===== config.mk =====
export PLATFORM = sky130hd
export DESIGN_NAME = mem_access_unit
export DESIGN_NICKNAME = d
export VERILOG_FILES = /design/src/rtl/mem_access_unit.sv
export SDC_FILE = /design/constraint.sdc
export NUM_CORES = 1
export LEC_CHECK = 0
export CORE_MARGIN = 5
export CORE_UTILIZATION = 44
export DETAILED_ROUTE_END_ITERATION = 10
export PLACE_DENSITY = 0.89
export RECOVER_POWER = 50
export SYNTH_ARGS = -nofsm -noshare
export SYNTH_HDL_FRONTEND = slang
export SYNTH_SLANG_ARGS = --single-unit

===== constraint.sdc =====
create_clock -name clk_i -period 3.1 [get_ports clk_i]
set_clock_uncertainty 0.2 [all_clocks]
set_input_delay 0.31 -clock clk_i [delete_from_list [all_inputs] [get_ports clk_i]]
set_output_delay 0.31 -clock clk_i [all_outputs]
set_load 0.02 [all_outputs]

===== src/rtl/mem_access_unit.sv =====
// MEM-stage data-memory access controller: EX/MEM load/store to req/ack memory.
// Optional misaligned-access trap enabled by defining MEM_MISALIGN_TRAP_EN.
module mem_access_unit #(
  parameter int DM_ADDR_W      = 10,
  parameter int TIMEOUT_CYCLES = 255
) (
  input  logic                 clk_i,
  input  logic                 rst_i,
  input  logic                 mem_read_i,
  input  logic                 mem_write_i,
  input  logic [1:0]           size_i,
  input  logic                 unsigned_i,
  input  logic [31:0]          addr_i,
  input  logic [31:0]          wdata_i,
  output logic [31:0]          rdata_o,
  output logic                 stall_o,
  output logic                 err_o,
  output logic                 dm_req_o,
  output logic                 dm_we_o,
  output logic [DM_ADDR_W-1:0] dm_addr_o,
  output logic [3:0]           dm_be_o,
  output logic [31:0]          dm_wdata_o,
`ifdef MEM_MISALIGN_TRAP_EN
  output logic                 misalign_o,
`endif
  input  logic                 dm_ack_i,
  input  logic [31:0]          dm_rdata_i
);

  localparam logic [1:0] S_IDLE = 2'd0;
  localparam logic [1:0] S_WAIT = 2'd1;
  localparam logic [1:0] S_DONE = 2'd2;

  localparam logic [7:0] CNT_LAST = 8'(TIMEOUT_CYCLES - 1);

  logic [1:0]  state;
  logic [7:0]  cnt;
  logic        acc;
  logic        is_byte;
  logic        is_half;
  logic        is_word;
  logic        trap;
  logic [1:0]  lane;
  logic [3:0]  be_d;
  logic [31:0] wd_d;

  logic        load_q;
  logic        byte_q;
  logic        half_q;
  logic        uns_q;
  logic [1:0]  lane_q;
  logic [31:0] sh;
  logic [31:0] ext;

  logic        unused_addr;

  assign unused_addr = ^addr_i[31:DM_ADDR_W+2];

  assign acc     = mem_read_i | mem_write_i;
  assign is_byte = (size_i == 2'b00);
  assign is_half = (size_i == 2'b01);
  assign is_word = size_i[1];

`ifdef MEM_MISALIGN_TRAP_EN
  assign trap = (is_half & addr_i[0]) |
                (is_word & (addr_i[1:0] != 2'b00));
`else
  assign trap = 1'b0;
`endif

  // Lane offset masked to natural alignment of the access size
  always_comb begin
    lane = 2'b00;
    be_d = 4'b1111;
    wd_d = wdata_i;
    unique case (1'b1)
      is_byte: begin
        lane = addr_i[1:0];
        be_d = 4'b0001 << addr_i[1:0];
        wd_d = {4{wdata_i[7:0]}};
      end
      is_half: begin
        lane = {addr_i[1], 1'b0};
        be_d = addr_i[1] ? 4'b1100 : 4'b0011;
        wd_d = {2{wdata_i[15:0]}};
      end
      is_word: begin
        lane = 2'b00;
        be_d = 4'b1111;
        wd_d = wdata_i;
      end
      default: begin
        lane = 2'b00;
        be_d = 4'b1111;
        wd_d = wdata_i;
      end
    endcase
  end

  // Align the returned word to the captured lane and extend
  always_comb begin
    sh  = dm_rdata_i >> {lane_q, 3'b000};
    ext = sh;
    unique case (1'b1)
      byte_q: ext = uns_q ? {24'b0, sh[7:0]}
                          : {{24{sh[7]}}, sh[7:0]};
      half_q: ext = uns_q ? {16'b0, sh[15:0]}
                          : {{16{sh[15]}}, sh[15:0]};
      default: ext = sh;
    endcase
  end

  // Freeze upstream while an access is requested or in flight
  always_comb begin
    stall_o = 1'b0;
    if (state == S_WAIT)
      stall_o = 1'b1;
    else if (state == S_IDLE)
      stall_o = acc;
  end

  // Access FSM, registered memory port and load data
  always_ff @(posedge clk_i or negedge rst_i) begin
    if (!rst_i) begin
      state      <= S_IDLE;
      cnt        <= '0;
      rdata_o    <= '0;
      err_o      <= 1'b0;
      dm_req_o   <= 1'b0;
      dm_we_o    <= 1'b0;
      dm_addr_o  <= '0;
      dm_be_o    <= '0;
      dm_wdata_o <= '0;
      load_q     <= 1'b0;
      byte_q     <= 1'b0;
      half_q     <= 1'b0;
      uns_q      <= 1'b0;
      lane_q     <= '0;
    end else begin
      unique case (state)
        S_IDLE: begin
          cnt <= '0;
          if (acc) begin
            if (trap) begin
              rdata_o <= '0;
              state   <= S_DONE;
            end else begin
              dm_req_o   <= 1'b1;
              dm_we_o    <= mem_write_i;
              dm_addr_o  <= addr_i[DM_ADDR_W+1:2];
              dm_be_o    <= be_d;
              dm_wdata_o <= wd_d;
              load_q     <= mem_read_i;
              byte_q     <= is_byte;
              half_q     <= is_half;
              uns_q      <= unsigned_i;
              lane_q     <= lane;
              state      <= S_WAIT;
            end
          end
        end
        S_WAIT: begin
          if (dm_ack_i) begin
            dm_req_o <= 1'b0;
            if (load_q)
              rdata_o <= ext;
            state <= S_DONE;
          end else if (cnt == CNT_LAST) begin
            dm_req_o <= 1'b0;
            err_o    <= 1'b1;
            rdata_o  <= '0;
            state    <= S_DONE;
          end else begin
            cnt <= cnt + 8'd1;
          end
        end
        S_DONE: begin
          cnt   <= '0;
          state <= S_IDLE;
        end
        default: begin
          state <= S_IDLE;
        end
      endcase
    end
  end

`ifdef MEM_MISALIGN_TRAP_EN
  // One-cycle flag that lands in DONE after a trapped access
  always_ff @(posedge clk_i or negedge rst_i) begin
    if (!rst_i)
      misalign_o <= 1'b0;
    else
      misalign_o <= (state == S_IDLE) & acc & trap;
  end
`endif

endmodule

== Word-level counts from Yosys, hierarchy flattened ==
Index checks and enable logic that the tools add are counted.

* Bits in registers: 97
* Bits of input ports: 104
* Output and inout port bits: 82
* Word-level logic and storage cells: 63

* $add $sub $neg: 1
* Eq/ne operators: 9
* Shift-type cells: 2
* Multiplexer cells: 23
* Bitwise operators: 2
* Reductions and logical operators: 12

{| class="wikitable"
|+ Operators by type and width
! cell !! count
|-
| $mux 32 || 5
|-
| $pmux 32 s2 || 2
|-
| $shr 32x5->32 || 1
|-
| $mux 8 || 2
|-
| $pmux 8 s2 || 1
|-
| $reduce_and 3->1 || 4
|-
| $add 8x1->8 const B || 1
|-
| $eq 8x8->1 const B || 1
|-
| $pmux 2 s2 || 2
|-
| $pmux 4 s2 || 1
|-
| $mux 2 || 3
|-
| $ne 2x2->1 const B || 3
|-
| $reduce_bool 2->1 || 3
|-
| $mux 1 || 5
|-
| $eq 2x1->1 const B || 2
|-
| $logic_not 2->1 || 2
|-
| $mux 4 || 1
|-
| $reduce_and 2->1 || 2
|-
| $shl 1x2->4 const A || 1
|-
| $ne 3x2->1 const B || 1
|-
| $eq 2x2->1 const B || 1
|-
| $ne 2x1->1 const B || 1
|-
| $pmux 1 s2 || 1
|-
| $reduce_or 2->1 || 1
|-
| 2 further kinds || 2
|}

== Logic depth before layout (Yosys ltp) ==
* Depth after elaboration: 5
* Gate-level depth with buffers: 8
* Gate-level depth less buffers: 6

== Worst setup path after synthesis ==
No wires, ideal clock.

* Path kind: register to register
* Start: register lane_q[1]
* End: register rdata_o[23]
* Setup time: 0.121 ns
* Data arrival time: 1.963 ns
* Data required time: 2.779 ns
* Setup slack: 0.816 ns
* Stages on the path, launching flop included: 7
* Buffers on the path: 2
* Clock period less this slack: 2.284 ns
* Path through: dfrtp_1 buf_6 mux4_2 and3b_1 buf_6 o41a_4 a22o_1

* Cells in the longest elaborated chain, start to end: 5
* Elaborated cells on any way between the ends: 6
* Classes of those cells: 1 x shift; 5 x mux

{| class="wikitable"
|+ Ends and longest elaborated chain
! element !! RTL line !! text
|-
| from (decl) || 51 || <nowiki>logic [1:0] lane_q;</nowiki>
|-
| from (signal assigned) || 157 || <nowiki>lane_q <= lane;</nowiki>
|-
| $shr 32x5->32 (*) || 102 || <nowiki>sh = dm_rdata_i >> {lane_q, 3'b000};</nowiki>
|-
| $mux 32 (on tied branches) || 107, 105 ||
|-
| $pmux 32 s2 (*) || 104 || <nowiki>unique case (1'b1)</nowiki>
|-
| $mux 32 (*) || 165 || <nowiki>if (load_q)</nowiki>
|-
| $mux 32 (*) || 163 || <nowiki>if (dm_ack_i) begin</nowiki>
|-
| to (signal assigned) || 166 || <nowiki>rdata_o <= ext;</nowiki>
|-
| to (decl) || 15 || <nowiki>output logic [31:0] rdata_o,</nowiki>
|}

Every way passes the cells marked *; elsewhere a longest branch is shown, timed or not. The select of a mux whose other input is x is not followed.
A chain may end at the register's enable or synchronous reset.

== Worst setup path in the final report ==
* Start: input port mem_read_i
* End: register dm_wdata_o[19]

* Cells in the longest elaborated chain, start to end: 2

{| class="wikitable"
|+ Ends and longest elaborated chain
! element !! RTL line !! text
|-
| from (decl) || 9 || <nowiki>input logic mem_read_i,</nowiki>
|-
| $or 1x1->1 || 59 || <nowiki>assign acc = mem_read_i | mem_write_i;</nowiki>
|-
| $reduce_and 2->1 (no line) || - ||
|-
| to (signal assigned) || 152 || <nowiki>dm_wdata_o <= wd_d;</nowiki>
|-
| to (decl) || 22 || <nowiki>output logic [31:0] dm_wdata_o,</nowiki>
|}

Every way passes these cells.

==> results.toml <==
[logic_synthesis]
yosysWarnings = 0
postSynthAreaPerCell_um2 = 9.930
synth_flop_cell = "dfrtp_1"
synth_simple_gate_area_share_pct = 14.96
synthAdderAreaFrac_pct = 0.5362
synth.most_common_cell = "nand2_1"
synthArstFlopShare_pct = 100.0
ys_top_cells_by_area = "dfrtp_1 (52%), mux2i_1 (8.8%), nand2_1 (8.4%)"
syn-num-nets = 576
synth_edf_count = 0
synth_top_area_cell = "dfrtp_1"
ys_top_cells_by_count = "nand2_1 (105), dfrtp_1 (97), mux2i_1 (41), o21ai_0 (38)"
yosysSeqAreaShare_pct = 52.01
yosysUniqueCellTypes = 41
synth-seq-cells = 97
yosysTopAreaCellShare_pct = 52.01
synth_mux_area_share_pct = 9.517
netlist_area_um2 = 4667
synth_top_family_by_area = "compound AO/OA/AOI/OAI gates"
post_synth_xor_area_fraction_pct = 0.7507
synth-compound-area-share_pct = 19.01
syn_inst = 470

[placement]
place_congestion = 0.8516
port_buffers = 165
dp_hpwl_um = 10240

[clocking]
cts_setup_buffers = 0
cts_tree = "done"
cts_root_buf = "clkbuf_8"
htreeDepth = 3
clkTransAtPathRegs_ns = 0.09
cts_sinks = 97
cts_buffers = 9
cts_buffer_depth = 2
clkLatencyLatePin_ns = 0.35

[detailed_routing]
viasPerCell = 5.493
vias = 4219
routedWlPerCell_um = 17.73
wl_um = 13620
drc = 0
dr.pass1.iters = 5
postRouteAntennaNets = 0
drt_iter0_markers = 247

[sta]
period_share_pct = 81.63
worstMarginPinSlew_ns = 1.312
drv_slew = 0
fin_setup_tns_ns = 0
max-slew-margin-rel_pct = 12.52
finalSetupViolCount = 0
hold_viol_final = 0
hold_slack_ns = 0.2724
min_period_ns = 2.530
rsz0062_at_grt = "false"
clock.fmax_mhz = 395.2

[finish]
multiInputGateArea_um2 = 2092
synthToLayoutAreaGrowth_pct = 42.09
finalNetCount = 734
drive_above_1_share_pct = 5.380
nFillCells = 815
antenna_cells = 0
regArea_um2 = 2427

[run_status]
status = "complete, no violations"

[die]
start_util_pct = 45.21
rows = 37
die_h_um = 113.0
core_um2 = 10320
ios = 186
dieArea_um2 = 12770
die_x_um = 113.0

[global_route]
grtUsageMet1_pct = 26.50
grt_pass1_wl_um = 22240
use_met3_pct = 8.289
grt_overflow = 0
track_usage_pct = 21.54
antenna_found_initial = 0
grt_pass1_vias = 4376
busiest_layer = "met2"
use_met2_pct = 35.43
grt_max_degree = 98

[run]
cap_violations = 0

[worst_setup_path]
critPathBufInv = 2
cp_slowest_cell = "o21ai_1"
slowest_delay_ns = 0.97
crit_chain = "dlygate4sd3_1, o21ai_1, clkbuf_1, o21ai_0"
critPathTopFamily = "compound AO/OA/AOI/OAI gates"
path_max_fanout = 18
r2r_start = "lane_q[1]$_DFFE_PN0P_"
cp_data_required_time_ns = 3.12
worst-r2r-cell-count = 4
cp-start-kind = "input port"
worst-setup-path-type = "input port to register"
crit_arrival_ns = 2.55
reg2reg_to = "rdata_o[26]$_DFFE_PN0P_"
crit_cells = 4
reg2reg_slack_ns = 0.74
cp-end-kind = "register"

[power_and_ir_drop]
p_leak_nw = 2.880
power_density_nw_per_um2 = 957.3
peakVddDrop_mv = 0.5999

[min_path]
hold_start = "err_o$_DFFE_PN0P_"
worstHoldEndpoint = "err_o$_DFFE_PN0P_"
min_path_type = "register to register"
whs_path_depth = 1
[kinds of logic (layout without fill, tap and decap cells)]
logic type                 Yosys count  in the layout
and+or+nand+nor                    161            161
AOI/OAI and AO/OA                  127            127
DFF                                 97             97
muxes                               43             43
buffers and inverters               36            198
xor gates and xnor gates             4              4
adders and majority gates            2              2
[through the flow]
stage	utilization (%)	setup WS [ns]	std cells	power, mW	area (um2)
finish	64.23	0.5696	768	6.348	6631
global route	64.23	0.3823	768	6.773	6631
CTS	64.57	0.7034	768	6.442	6666
detailed placement	62.72	0.3470	752	5.651	6475
global placement	62.72	0.3814	752	5.518	6475
floorplan	-	0.8164	470	4.054	4667
[state kept, by name, indices dropped and copies added, names as in the netlist]
name        cells
uns_q           1
rdata_o        32
dm_wdata_o     32
dm_addr_o      10
lane_q          2
dm_req_o        1
half_q          1
load_q          1
cnt             8
dm_we_o         1
byte_q          1
dm_be_o         4
err_o           1
state           2
[cell usage in the layout, fill, tap and decap left out, types with 3 or more instances in the layout]
| cell | n |
|---|---|
| nor2b_1 | 9 |
| inv_1 | 4 |
| or2_2 | 3 |
| a21oi_1 | 29 |
| mux2i_1 | 41 |
| a211oi_1 | 4 |
| nor2_1 | 21 |
| xnor2_1 | 4 |
| dlygate4sd3_1 | 11 |
| o21ai_0 | 38 |
| nand3b_1 | 3 |
| clkbuf_1 | 4 |
| a211o_1 | 7 |
| clkbuf_8 | 12 |
| a22o_1 | 9 |
| clkdlybuf4s50_1 | 154 |
| buf_4 | 9 |
| nand3_1 | 4 |
| nor3_1 | 3 |
| a32o_1 | 7 |
| o2bb2ai_1 | 23 |
| dfrtp_1 | 97 |
| nand2_1 | 105 |
[area by class of cell]
class / instances / share of cell area (%)
sequential: 97 / 36.60
multi-input combinational: 337 / 31.55
timing repair buffer: 179 / 26.32
tap: 136 / 2.566
clock buffer: 13 / 2.547
inverter: 4 / 0.2264
clock inverter: 2 / 0.1887
[power by group]
part / leakage, nW / switching (mW) / internal, mW
Sequential: 1.22 / 0.355 / 1.82
Clock: 0.0915 / 0.419 / 0.353
Combinational: 1.57 / 1.88 / 1.52
[timing repair]
action                    in CTS  in global routing
hold endpoints to repair      97                  0
hold buffers                   1                  0
gates resized for setup        0                  0
[metal layers]
layer  routed length [um]  part of all wire (%)
met3                 1337                   9.8
met2                 6575                    48
met1                 5470                    40
met4                  232                   1.7
met5                    0                     0
[how the worst max path moves through the flow]
stage / start / endpoint / slack, ns
global placement: dm_rdata_i[31] / rdata_o[23]$_DFFE_PN0P_ / 0.38
global route: mem_read_i / dm_wdata_o[29]$_DFFE_PN0P_ / 0.38
finish: mem_read_i / dm_wdata_o[19]$_DFFE_PN0P_ / 0.57
detailed placement: dm_rdata_i[31] / rdata_o[23]$_DFFE_PN0P_ / 0.35
floorplan: lane_q[1]$_DFFE_PN0P_ / rdata_o[23]$_DFFE_PN0P_ / 0.82
CTS: dm_rdata_i[31] / rdata_o[24]$_DFFE_PN0P_ / 0.70
Power figures use the tool's default switching activity.
